$ cat config.mk
export PLATFORM = sky130hd
export DESIGN_NAME = core_sequencer
export DESIGN_NICKNAME = d
export VERILOG_FILES = /design/src/rtl/core_pkg.sv /design/src/rtl/next_pc_select.sv /design/src/rtl/core_sequencer.sv
export SDC_FILE = /design/constraint.sdc
export NUM_CORES = 1
export LEC_CHECK = 0
export ABC_AREA = 1
export CORE_UTILIZATION = 35
export CTS_BUF_LIST = sky130_fd_sc_hd__clkbuf_8
export CTS_CLUSTER_DIAMETER = 200
export DETAILED_ROUTE_END_ITERATION = 12
export MAX_ROUTING_LAYER = met4
export PLACE_DENSITY = 0.71
export SLEW_MARGIN = 20
export SYNTH_ARGS = -nofsm -noshare
export SYNTH_HDL_FRONTEND = slang
export SYNTH_SLANG_ARGS = --single-unit
$ cat constraint.sdc
create_clock -name pll_1_200MHz -period 2.3 [get_ports pll_1_200MHz]
set_input_delay 0.345 -clock pll_1_200MHz [delete_from_list [all_inputs] [get_ports pll_1_200MHz]]
set_output_delay 0.345 -clock pll_1_200MHz [all_outputs]
set_load 0.02 [all_outputs]
$ cat src/rtl/core_pkg.sv
// Shared encodings for the RV32I multi-cycle sequencer: FSM states, trap causes,
// major opcodes and branch funct3 codes.
package core_pkg;

  typedef enum logic [2:0] {
    ST_FETCH     = 3'd0,
    ST_EXECUTE   = 3'd1,
    ST_MEM_REQ   = 3'd2,
    ST_MEM_WAIT  = 3'd3,
    ST_WRITEBACK = 3'd4,
    ST_TRAP      = 3'd5
  } state_t;

  localparam logic [2:0] TRAP_NONE      = 3'd0;
  localparam logic [2:0] TRAP_ILLEGAL   = 3'd1;
  localparam logic [2:0] TRAP_FETCH_MIS = 3'd2;
  localparam logic [2:0] TRAP_DATA_MIS  = 3'd3;
  localparam logic [2:0] TRAP_TIMEOUT   = 3'd4;

  localparam logic [6:0] OP_LOAD     = 7'b0000011;
  localparam logic [6:0] OP_MISC_MEM = 7'b0001111;
  localparam logic [6:0] OP_OP_IMM   = 7'b0010011;
  localparam logic [6:0] OP_AUIPC    = 7'b0010111;
  localparam logic [6:0] OP_STORE    = 7'b0100011;
  localparam logic [6:0] OP_OP       = 7'b0110011;
  localparam logic [6:0] OP_LUI      = 7'b0110111;
  localparam logic [6:0] OP_BRANCH   = 7'b1100011;
  localparam logic [6:0] OP_JALR     = 7'b1100111;
  localparam logic [6:0] OP_JAL      = 7'b1101111;
  localparam logic [6:0] OP_SYSTEM   = 7'b1110011;

  localparam logic [2:0] F3_BEQ  = 3'b000;
  localparam logic [2:0] F3_BNE  = 3'b001;
  localparam logic [2:0] F3_BLT  = 3'b100;
  localparam logic [2:0] F3_BGE  = 3'b101;
  localparam logic [2:0] F3_BLTU = 3'b110;
  localparam logic [2:0] F3_BGEU = 3'b111;

  function automatic logic is_rv32i_opcode(input logic [6:0] op);
    case (op)
      OP_LOAD, OP_MISC_MEM, OP_OP_IMM, OP_AUIPC, OP_STORE, OP_OP,
      OP_LUI, OP_BRANCH, OP_JALR, OP_JAL, OP_SYSTEM: return 1'b1;
      default: return 1'b0;
    endcase
  endfunction

endpackage

$ cat src/rtl/next_pc_select.sv
// PC-select mux: sequential, branch-target and jump-target selection.
// Branch compares come from the ALU (zero flag or the set-less-than bit).
module next_pc_select
  import core_pkg::*;
(
  input  logic [2:0]  funct3_i,
  input  logic        branch_i,
  input  logic        jump_i,
  input  logic        is_jal_i,
  input  logic [31:0] pc_i,
  input  logic [31:0] imm_i,
  input  logic [31:0] alu_result_i,
  input  logic        alu_zero_i,
  output logic [31:0] next_pc_o
);

  logic taken;
  logic [31:0] pc_plus_imm, pc_plus_4;

  assign pc_plus_imm = pc_i + imm_i;
  assign pc_plus_4   = pc_i + 32'd4;

  always_comb begin
    taken = 1'b0;
    case (funct3_i)
      F3_BEQ:           taken = alu_zero_i;
      F3_BNE:           taken = !alu_zero_i;
      F3_BLT, F3_BLTU:  taken = alu_result_i[0];
      F3_BGE, F3_BGEU:  taken = !alu_result_i[0];
      default:          taken = 1'b0;
    endcase
  end

  always_comb begin
    next_pc_o = pc_plus_4;
    if (jump_i)
      next_pc_o = is_jal_i ? pc_plus_imm : {alu_result_i[31:1], 1'b0};
    else if (branch_i && taken)
      next_pc_o = pc_plus_imm;
  end

endmodule

$ cat src/rtl/core_sequencer.sv
// Multi-cycle RV32I control FSM: fetch, execute, data access, writeback, sticky trap.
// Owns the handshake timeout counter and the retired-instruction counter.
module core_sequencer
  import core_pkg::*;
#(
  parameter int unsigned MEM_TIMEOUT = 255,
  parameter int unsigned CNT_WIDTH   = 32
) (
  input  logic                 pll_1_200MHz,
  input  logic                 pll_1_locked_synced,
  input  logic [6:0]           opcode,
  input  logic [2:0]           funct3,
  input  logic                 branch,
  input  logic                 jump,
  input  logic                 mem_read,
  input  logic                 mem_write,
  input  logic                 reg_write,
  input  logic [31:0]          current_pc_address,
  input  logic [31:0]          immediate_value,
  input  logic [31:0]          alu_result,
  input  logic                 alu_zero_flag,
  input  logic                 imem_ready,
  input  logic                 dmem_ready,
  input  logic                 dmem_rvalid,
  output logic                 imem_req,
  output logic                 instr_latch_enable,
  output logic                 dmem_req,
  output logic                 dmem_write,
  output logic                 load_latch_enable,
  output logic                 reg_write_enable,
  output logic                 pc_write_enable,
  output logic [31:0]          next_pc_address,
  output logic                 halted,
  output logic [2:0]           trap_cause,
  output logic [CNT_WIDTH-1:0] instret_count
);

  state_t state_q, state_d;
  logic [15:0] tmo_q, tmo_d;
  logic [2:0]  cause_q, cause_d;
  logic [CNT_WIDTH-1:0] instret_q, instret_d;
  logic ireq_c, ilatch_c, dreq_c, dwr_c, llatch_c, rwe_c, pwe_c;
  logic tmo_hit, waiting, illegal, data_mis, mem_op;

  next_pc_select u_npc (
    .funct3_i     (funct3),
    .branch_i     (branch),
    .jump_i       (jump),
    .is_jal_i     (opcode[3]),
    .pc_i         (current_pc_address),
    .imm_i        (immediate_value),
    .alu_result_i (alu_result),
    .alu_zero_i   (alu_zero_flag),
    .next_pc_o    (next_pc_address)
  );

  assign mem_op   = mem_read | mem_write;
  assign illegal  = (mem_read & mem_write) | !is_rv32i_opcode(opcode) |
                    (branch & (funct3 == 3'b010 || funct3 == 3'b011));
  assign data_mis = mem_op & (((funct3[1:0] == 2'b10) & (alu_result[1:0] != 2'b00)) |
                              ((funct3[1:0] == 2'b01) & alu_result[0]));
  assign tmo_hit  = (tmo_q == 16'(MEM_TIMEOUT - 1));
  assign waiting  = (state_q == ST_FETCH) || (state_q == ST_MEM_REQ) || (state_q == ST_MEM_WAIT);

  always_comb begin
    state_d   = state_q;
    cause_d   = cause_q;
    instret_d = instret_q;
    ireq_c = 1'b0; ilatch_c = 1'b0; dreq_c = 1'b0; dwr_c = 1'b0;
    llatch_c = 1'b0; rwe_c = 1'b0; pwe_c = 1'b0;
    case (state_q)
      ST_FETCH: begin
        ireq_c = 1'b1;
        if (imem_ready) begin
          ilatch_c = 1'b1;
          state_d  = ST_EXECUTE;
        end else if (tmo_hit) begin
          state_d = ST_TRAP; cause_d = TRAP_TIMEOUT;
        end
      end
      ST_EXECUTE: begin
        if (illegal) begin
          state_d = ST_TRAP; cause_d = TRAP_ILLEGAL;
        end else if (next_pc_address[1:0] != 2'b00) begin
          state_d = ST_TRAP; cause_d = TRAP_FETCH_MIS;
        end else if (data_mis) begin
          state_d = ST_TRAP; cause_d = TRAP_DATA_MIS;
        end else begin
          state_d = mem_op ? ST_MEM_REQ : ST_WRITEBACK;
        end
      end
      ST_MEM_REQ: begin
        dreq_c = 1'b1;
        dwr_c  = mem_write;
        if (dmem_ready)
          state_d = mem_write ? ST_WRITEBACK : ST_MEM_WAIT;
        else if (tmo_hit) begin
          state_d = ST_TRAP; cause_d = TRAP_TIMEOUT;
        end
      end
      ST_MEM_WAIT: begin
        if (dmem_rvalid) begin
          llatch_c = 1'b1;
          state_d  = ST_WRITEBACK;
        end else if (tmo_hit) begin
          state_d = ST_TRAP; cause_d = TRAP_TIMEOUT;
        end
      end
      ST_WRITEBACK: begin
        rwe_c     = reg_write;
        pwe_c     = 1'b1;
        instret_d = instret_q + CNT_WIDTH'(1);
        state_d   = ST_FETCH;
      end
      default: state_d = ST_TRAP;
    endcase
    // Counter restarts on every state change so each handshake gets a full budget.
    tmo_d = (state_d != state_q || !waiting) ? 16'd0 : tmo_q + 16'd1;
  end

  always_ff @(posedge pll_1_200MHz or negedge pll_1_locked_synced) begin
    if (!pll_1_locked_synced) begin
      state_q   <= ST_FETCH;
      tmo_q     <= 16'd0;
      cause_q   <= TRAP_NONE;
      instret_q <= '0;
    end else begin
      state_q   <= state_d;
      tmo_q     <= tmo_d;
      cause_q   <= cause_d;
      instret_q <= instret_d;
    end
  end

  // Reset gates the state-decoded strobes so a request drops the instant reset asserts.
  assign imem_req           = ireq_c   & pll_1_locked_synced;
  assign instr_latch_enable = ilatch_c & pll_1_locked_synced;
  assign dmem_req           = dreq_c   & pll_1_locked_synced;
  assign dmem_write         = dwr_c    & pll_1_locked_synced;
  assign load_latch_enable  = llatch_c & pll_1_locked_synced;
  assign reg_write_enable   = rwe_c    & pll_1_locked_synced;
  assign pc_write_enable    = pwe_c    & pll_1_locked_synced;
  assign halted             = (state_q == ST_TRAP);
  assign trap_cause         = cause_q;
  assign instret_count      = instret_q;

endmodule

==> reports/qor.csv, run 1 <==
metric,value,unit
synth-async-reset-ratio,1.00,
wl_met3,2850,um
period_share,1.18,
grt_max_degree,55,
hold_buffers,0,
dr.max_layer_used,met4,
maxCapViolations,0,
ff_latch_area,0.00135,sq mm
finalNetCount,1691,
cts.sinks,54,
cts_root_buf,clkbuf_8,
cts_buffers,5,
crit_type,input pin to output pin,
core,0.0188,sq mm
setup_viol,27,
path_clk_slew,0.10,ns
start_util,0.359,
place_hpwl,21600,um
dieArea,0.0198,sq mm
drtAntennaViolNets,0,
ys_top_cells_by_area,"dfrtp_1 (20%), nand2_1 (14%), nor2_1 (8.5%), inv_1 (8.0%), nand3_1 (7.6%)",
pre_cts_slack,-1.36,ns
drt_iter0_markers,855,
routedWlPerCell,18.8,um
port_buffers,191,
ios,192,
p_leak,0.00597,uW
cts_max_path_buffers,2,
violations,negative setup slack,
relSlewSlack,0.568,
finClkSkew,0.0156,ns
fin_ws,-0.421,ns
synth_cell_types,46,
grt_pass1_wl,44800,um
rsz0062_at_grt,true,
die_w,141,um
ys_seq_elements,54,
synth_top_area_frac,0.200,
avgSynthCellArea,6.09,sq um
die-height,141,um
fin_setup_tns,-6.73,ns
hold_violations,0,
multiInputGateArea,0.00659,sq mm
via_per_inst,5.69,
syn_area,0.00674,sq mm
fp-row-count,50,
detailroute.via_count,10074,
clock.fmax,368,MHz
diodes,0,
synth_edf_count,0,
netlist_top_cells_count,"nand2_1 (250), nor2_1 (152), inv_1 (144)",
wl_met2,15800,um
wirelength,33300,um
synthCells,1108,
critPathCaptureType,output pin,
cts_tree,done,
ir_drop,264,uV
path_max_fanout,4,
track_usage,0.292,
drv_slew,0,
firstDrtPassIters,6,
max_slew.worst_pin.slew,0.648,ns
h-tree-depth,2,
fillers,1393,
arrival,2.38,ns
synth.most_common_cell,nand2_1,
drt-met1-wl,12300,um
outcome,"complete, but fails checks",
antenna_found_initial,0,
yosysTopAreaCell,dfrtp_1,
yosysSeqAreaShare,0.200,
overflow,0,
layout_min_cycle_time,2.72,ns
synth_ff_type,dfrtp_1,
drive_above_1_share,0.435,
hp-class,input pin to asynchronous set/reset pin,
syn2layout_area_growth,91.2,%
synth_nets,1261,
clock_latency,0.31,ns
gp_congestion,1.04,
synth_warnings,0,
route.detailed.drc,0,
grt_pass1_vias,9276,
power.density,397,mW/mm^2
critPathLaunchType,input pin,
required,1.96,ns
-- worst paths after layout --
kind | to | slack, ns | start | depth (start not counted)
min in group pll_1_200MHz | instret_count[31]$_DFFE_PN0N_ | 0.47 | instret_count[31]$_DFFE_PN0N_ | 1
max reg2reg | instret_count[28]$_DFFE_PN0N_ | 0.24 | state_q[0]$_DFF_PN0_ | 11
max in group asynchronous | instret_count[20]$_DFFE_PN0N_ | 1.70 | pll_1_locked_synced | 2
min reg2reg | instret_count[31]$_DFFE_PN0N_ | 0.47 | instret_count[31]$_DFFE_PN0N_ | 1
min | trap_cause[2]$_DFFE_PN0P_ | 0.16 | pll_1_locked_synced | 2
max | next_pc_address[26] | -0.42 | current_pc_address[0] | 15
-- registers in the layout, summed over array words and instances (netlist names) --
| signal | cells |
|---|---|
| tmo_q | 16 |
| trap_cause | 3 |
| state_q | 3 |
| instret_count | 32 |
-- critical path: stages --
cell	delay, ns
buf_8	0.08
ha_4	0.13
inv_4	0.03
fa_2	0.34
nand3b_1	0.18
nand2_2	0.12
a21oi_1	0.15
o21ai_1	0.18
buf_4	0.18
nand3_4	0.11
nand4_1	0.16
nand3_1	0.10
nand2_1	0.06
nand2_1	0.05
buf_4	0.15
-- cells by family after synthesis --
| kind of cell | Yosys count | synth area share |
|---|---|---|
| AND/OR/NAND/NOR | 614 | 0.409 |
| AO/OA/AOI/OAI | 169 | 0.141 |
| buffers and inverters | 168 | 0.0948 |
| XOR/XNOR | 67 | 0.0870 |
| flip-flops | 54 | 0.200 |
| adder cells (fa/ha/maj) | 36 | 0.0679 |
-- layout make-up --
type	instances	share of cell area
clock buffer	5	0.00534
clock inverter	2	0.000873
inverter	149	0.0451
multi-input combinational	886	0.511
sequential	54	0.105
tap	234	0.0227
timing repair buffer	442	0.310
-- cell usage in the layout, fill, tap and decap left out, drive strengths merged, types with 36 or more instances in the layout --
| cell type | instances |
|---|---|
| a21oi | 53 |
| o21ai | 74 |
| nor2 | 158 |
| buf | 320 |
| inv | 149 |
| clkdlybuf4s50 | 85 |
| xor2 | 47 |
| dfrtp | 54 |
| nand3 | 104 |
| nor3 | 36 |
| nand2 | 254 |
-- where the power goes --
group	internal [uW]	total (uW)	switching (uW)
clock network	205	497	292
registers	1030	1120	89.6
logic	1580	3500	1910
-- through the flow --
stage,power [uW],cell area [sq um],hold slack (ns),utilization,instances
finish,5120,12900,0.159,0.687,1772
global route,5370,12900,0.224,0.687,1772
detailed placement,3720,10500,0.461,0.559,1717
global placement,3680,10500,0.455,0.559,1717
CTS,4660,12000,0.181,0.642,1749
floorplan,2420,6780,0.0494,-,1108
-- layer usage --
layer | GRT usage | vias to the layer above
li1 | - | 4509
met1 | 0.341 | 4687
met2 | 0.503 | 662
met3 | 0.0241 | 216
met4 | 0.144 | 0
met5 | - | -
-- repair_timing --
item                                    CTS  global route
endpoints found under the setup margin   53            39
pin swaps                               121           135
setup buffers                            26            24
gates cloned                              2             0
gates resized for setup                 684           212
No activity file was read; power rests on OpenSTA's default activity.
==> inputs of run 2 (changes only) <==
- SKIP_CTS_REPAIR_TIMING: unset -> 1
==> run 2 against run 1 <==
Compared with the run above: the run still ends with negative setup slack left; critical endpoint is now next_pc_address[10]; setup slack got worse by 0.044 ns; critical path depth decreased by 2; largest cell class unchanged; critical path type unchanged; sequential power about the same.
==> reports/qor.csv, run 2 (synthesis results as in run 1) <==
metric,value,unit,change
outcome,"complete, but fails checks",,unchanged
violations,negative setup slack,,unchanged
finClkSkew,0.0157,ns,was 0.0156 ns
layout_min_cycle_time,2.76,ns,was 2.72 ns
detailroute.via_count,9597,,was 10.1k
cp_slowest_cell,fa_2,,unchanged
comb_power_share,0.666,,was 0.684
required,1.96,ns,about the same
power.share.switching,0.442,,was 0.448
start_util,0.359,,unchanged
routedWlPerCell,17.1,um,was 18.8 um
gp_congestion,1.04,,unchanged
die-height,141,um,unchanged
hp-class,input pin to asynchronous set/reset pin,,unchanged
track_usage,0.262,,was 0.292
power_frac_seq,0.232,,was 0.219
fin_ws,-0.465,ns,was -0.421 ns
cts.sinks,54,,unchanged
crit_path_start,immediate_value[0],,was current_pc_address[0]
maxCapViolations,0,,unchanged
period_share,1.20,,was 1.18
path_clk_slew,0.10,ns,about the same
port_buffers,191,,unchanged
ir_drop,264,uV,about the same
mostFrequentLayoutCells,"buf_4 (210), nand2_1 (195), inv_1 (128), nor2_1 (107), clkdlybuf4s50_1 (85)",,"was buf_4 (217), nand2_1 (187), inv_1 (124), nor2_1 (103), clkdlybuf4s50_1 (85)"
antenna_found_initial,0,,unchanged
multiInputGateArea,0.00627,sq mm,was 0.00659 sq mm
drv_slew,0,,unchanged
via_per_inst,5.48,,was 5.69
drt_iter0_markers,715,,was 855
wirelength,30000,um,was 33300 um
fillers,1477,,was 1393
path_max_fanout,5,,was 4
diodes,0,,unchanged
route.detailed.drc,0,,unchanged
p_int,2720,uW,was 2820 uW
setup_viol,26,,was 27
drtAntennaViolNets,0,,unchanged
grt_pass1_vias,8548,,was 9276
ff_latch_area,0.00135,sq mm,about the same
firstDrtPassIters,5,,was 6
critical_path_buf_inv_count,4,,unchanged
dieArea,0.0198,sq mm,unchanged
p_clk_frac,0.102,,was 0.097
grt_pass1_wl,40400,um,was 44800 um
p_sw,2150,uW,was 2290 uW
max_slew.worst_pin.slew,0.645,ns,was 0.648 ns
final_cells,1751,,was 1772
clock.fmax,362,MHz,was 368 MHz
final_common_cell,buf_4,,unchanged
critPathCaptureType,output pin,,unchanged
critPathLaunchType,input pin,,unchanged
slowest_delay,0.36,ns,was 0.34 ns
fp-row-count,50,,unchanged
grt_max_degree,55,,unchanged
clock_latency,0.31,ns,about the same
finalNetCount,1670,,was 1691
p_leak,0.00591,uW,was 0.00597 uW
largest_reg_flops,32,,unchanged
drive_above_1_share,0.395,,was 0.435
core,0.0188,sq mm,unchanged
cts_max_path_buffers,2,,unchanged
place_hpwl,21600,um,unchanged
crit_type,input pin to output pin,,unchanged
arrival,2.42,ns,was 2.38 ns
h-tree-depth,2,,unchanged
crit_family,adder cells,,was simple AND/OR/NAND/NOR gates
relSlewSlack,0.570,,was 0.568
dpl.cell_count,1717,,unchanged
syn2layout_area_growth,83.2,%,was 91.2%
hold_violations,0,,unchanged
power.density,394,mW/mm^2,was 397 mW/mm^2
cts_tree,done,,unchanged
fin_util,0.658,,was 0.687
ios,192,,unchanged
cts_root_buf,clkbuf_8,,unchanged
rsz0062_at_grt,true,,unchanged
overflow,0,,unchanged
worst_r2r_startpoint,state_q[0]$_DFF_PN0_,,unchanged
cts_buffers,5,,unchanged
die_w,141,um,unchanged
crit_chain,"buf_6, ha_4, inv_4, fa_2, nand3b_1, nand2_2, a21oi_2, o21ai_1, buf_4, xor2_1, nor2_1, o22ai_2, clkbuf_2",,"was buf_8, ha_4, inv_4, fa_2, nand3b_1, nand2_2, a21oi_1, o21ai_1, buf_4, nand3_4, nand4_1, nand3_1, nand2_1, nand2_1, buf_4"
[run 2: per-layer routing]
metal	global-route usage	vias to the layer above	share of wire
met5	-	-	0
met4	0.0864	0	0.054
met3	0.0156	137	0.072
met2	0.461	518	0.49
met1	0.320	4488	0.39
li1	-	4454	-
[run 2: layout make-up]
class                      count  share of cell area
clock buffer                   5             0.00557
clock inverter                 2            0.000911
inverter                     149              0.0460
multi-input combinational    886               0.507
sequential                    54               0.109
tap                          234              0.0237
timing repair buffer         421               0.307
[run 2: path summary, 6_finish.rpt]
kind / slack (ns) / depth (start not counted) / to
max reg2reg: 0.24 / 11 / instret_count[28]$_DFFE_PN0N_
max in group asynchronous: 1.70 / 2 / state_q[2]$_DFF_PN0_
min reg2reg: 0.47 / 1 / instret_count[31]$_DFFE_PN0N_
min: 0.15 / 2 / trap_cause[2]$_DFFE_PN0P_
min in group pll_1_200MHz: 0.47 / 1 / instret_count[31]$_DFFE_PN0N_
max: -0.46 / 13 / next_pc_address[10]
[run 2: stage by stage]
stage	TNS [ns]	worst slack, ns	instance area (sq um)	hold WS (ns)	power [uW]
2_1_floorplan	0	0.00705	6780	0.0494	2420
3_3_place_gp	-39.97	-1.36	10500	0.455	3680
3_5_place_dp	-42.64	-1.36	10500	0.461	3720
4_1_cts	-37.15	-1.38	10600	0.181	4230
5_1_grt	-8.68	-0.495	12400	0.224	5140
6_report	-6.55	-0.465	12400	0.155	4860
[run 2: power by group through the flow]
stage	combinational, uW	clock, uW	sequential (uW)
6_report	3240	496	1130
5_1_grt	3440	558	1140
4_1_cts	2590	518	1120
3_5_place_dp	2580	0	1140
3_3_place_gp	2540	0	1140
2_1_floorplan	1220	0	1200
[run 2: worst reg2reg max path, delay by kind of cell, from the launching register on]
family                    cells  cell delay [ns]
and+or+nand+nor               8             1.20
DFF                           1             0.42
buffers and inverters         2             0.16
xor gates and xnor gates      1             0.15
==> inputs of run 3 (changes only) <==
- HOLD_SLACK_MARGIN: unset -> 0.08
==> results of run 3 <==
The final DEF is identical to that of run 2; final timing and power are the same.
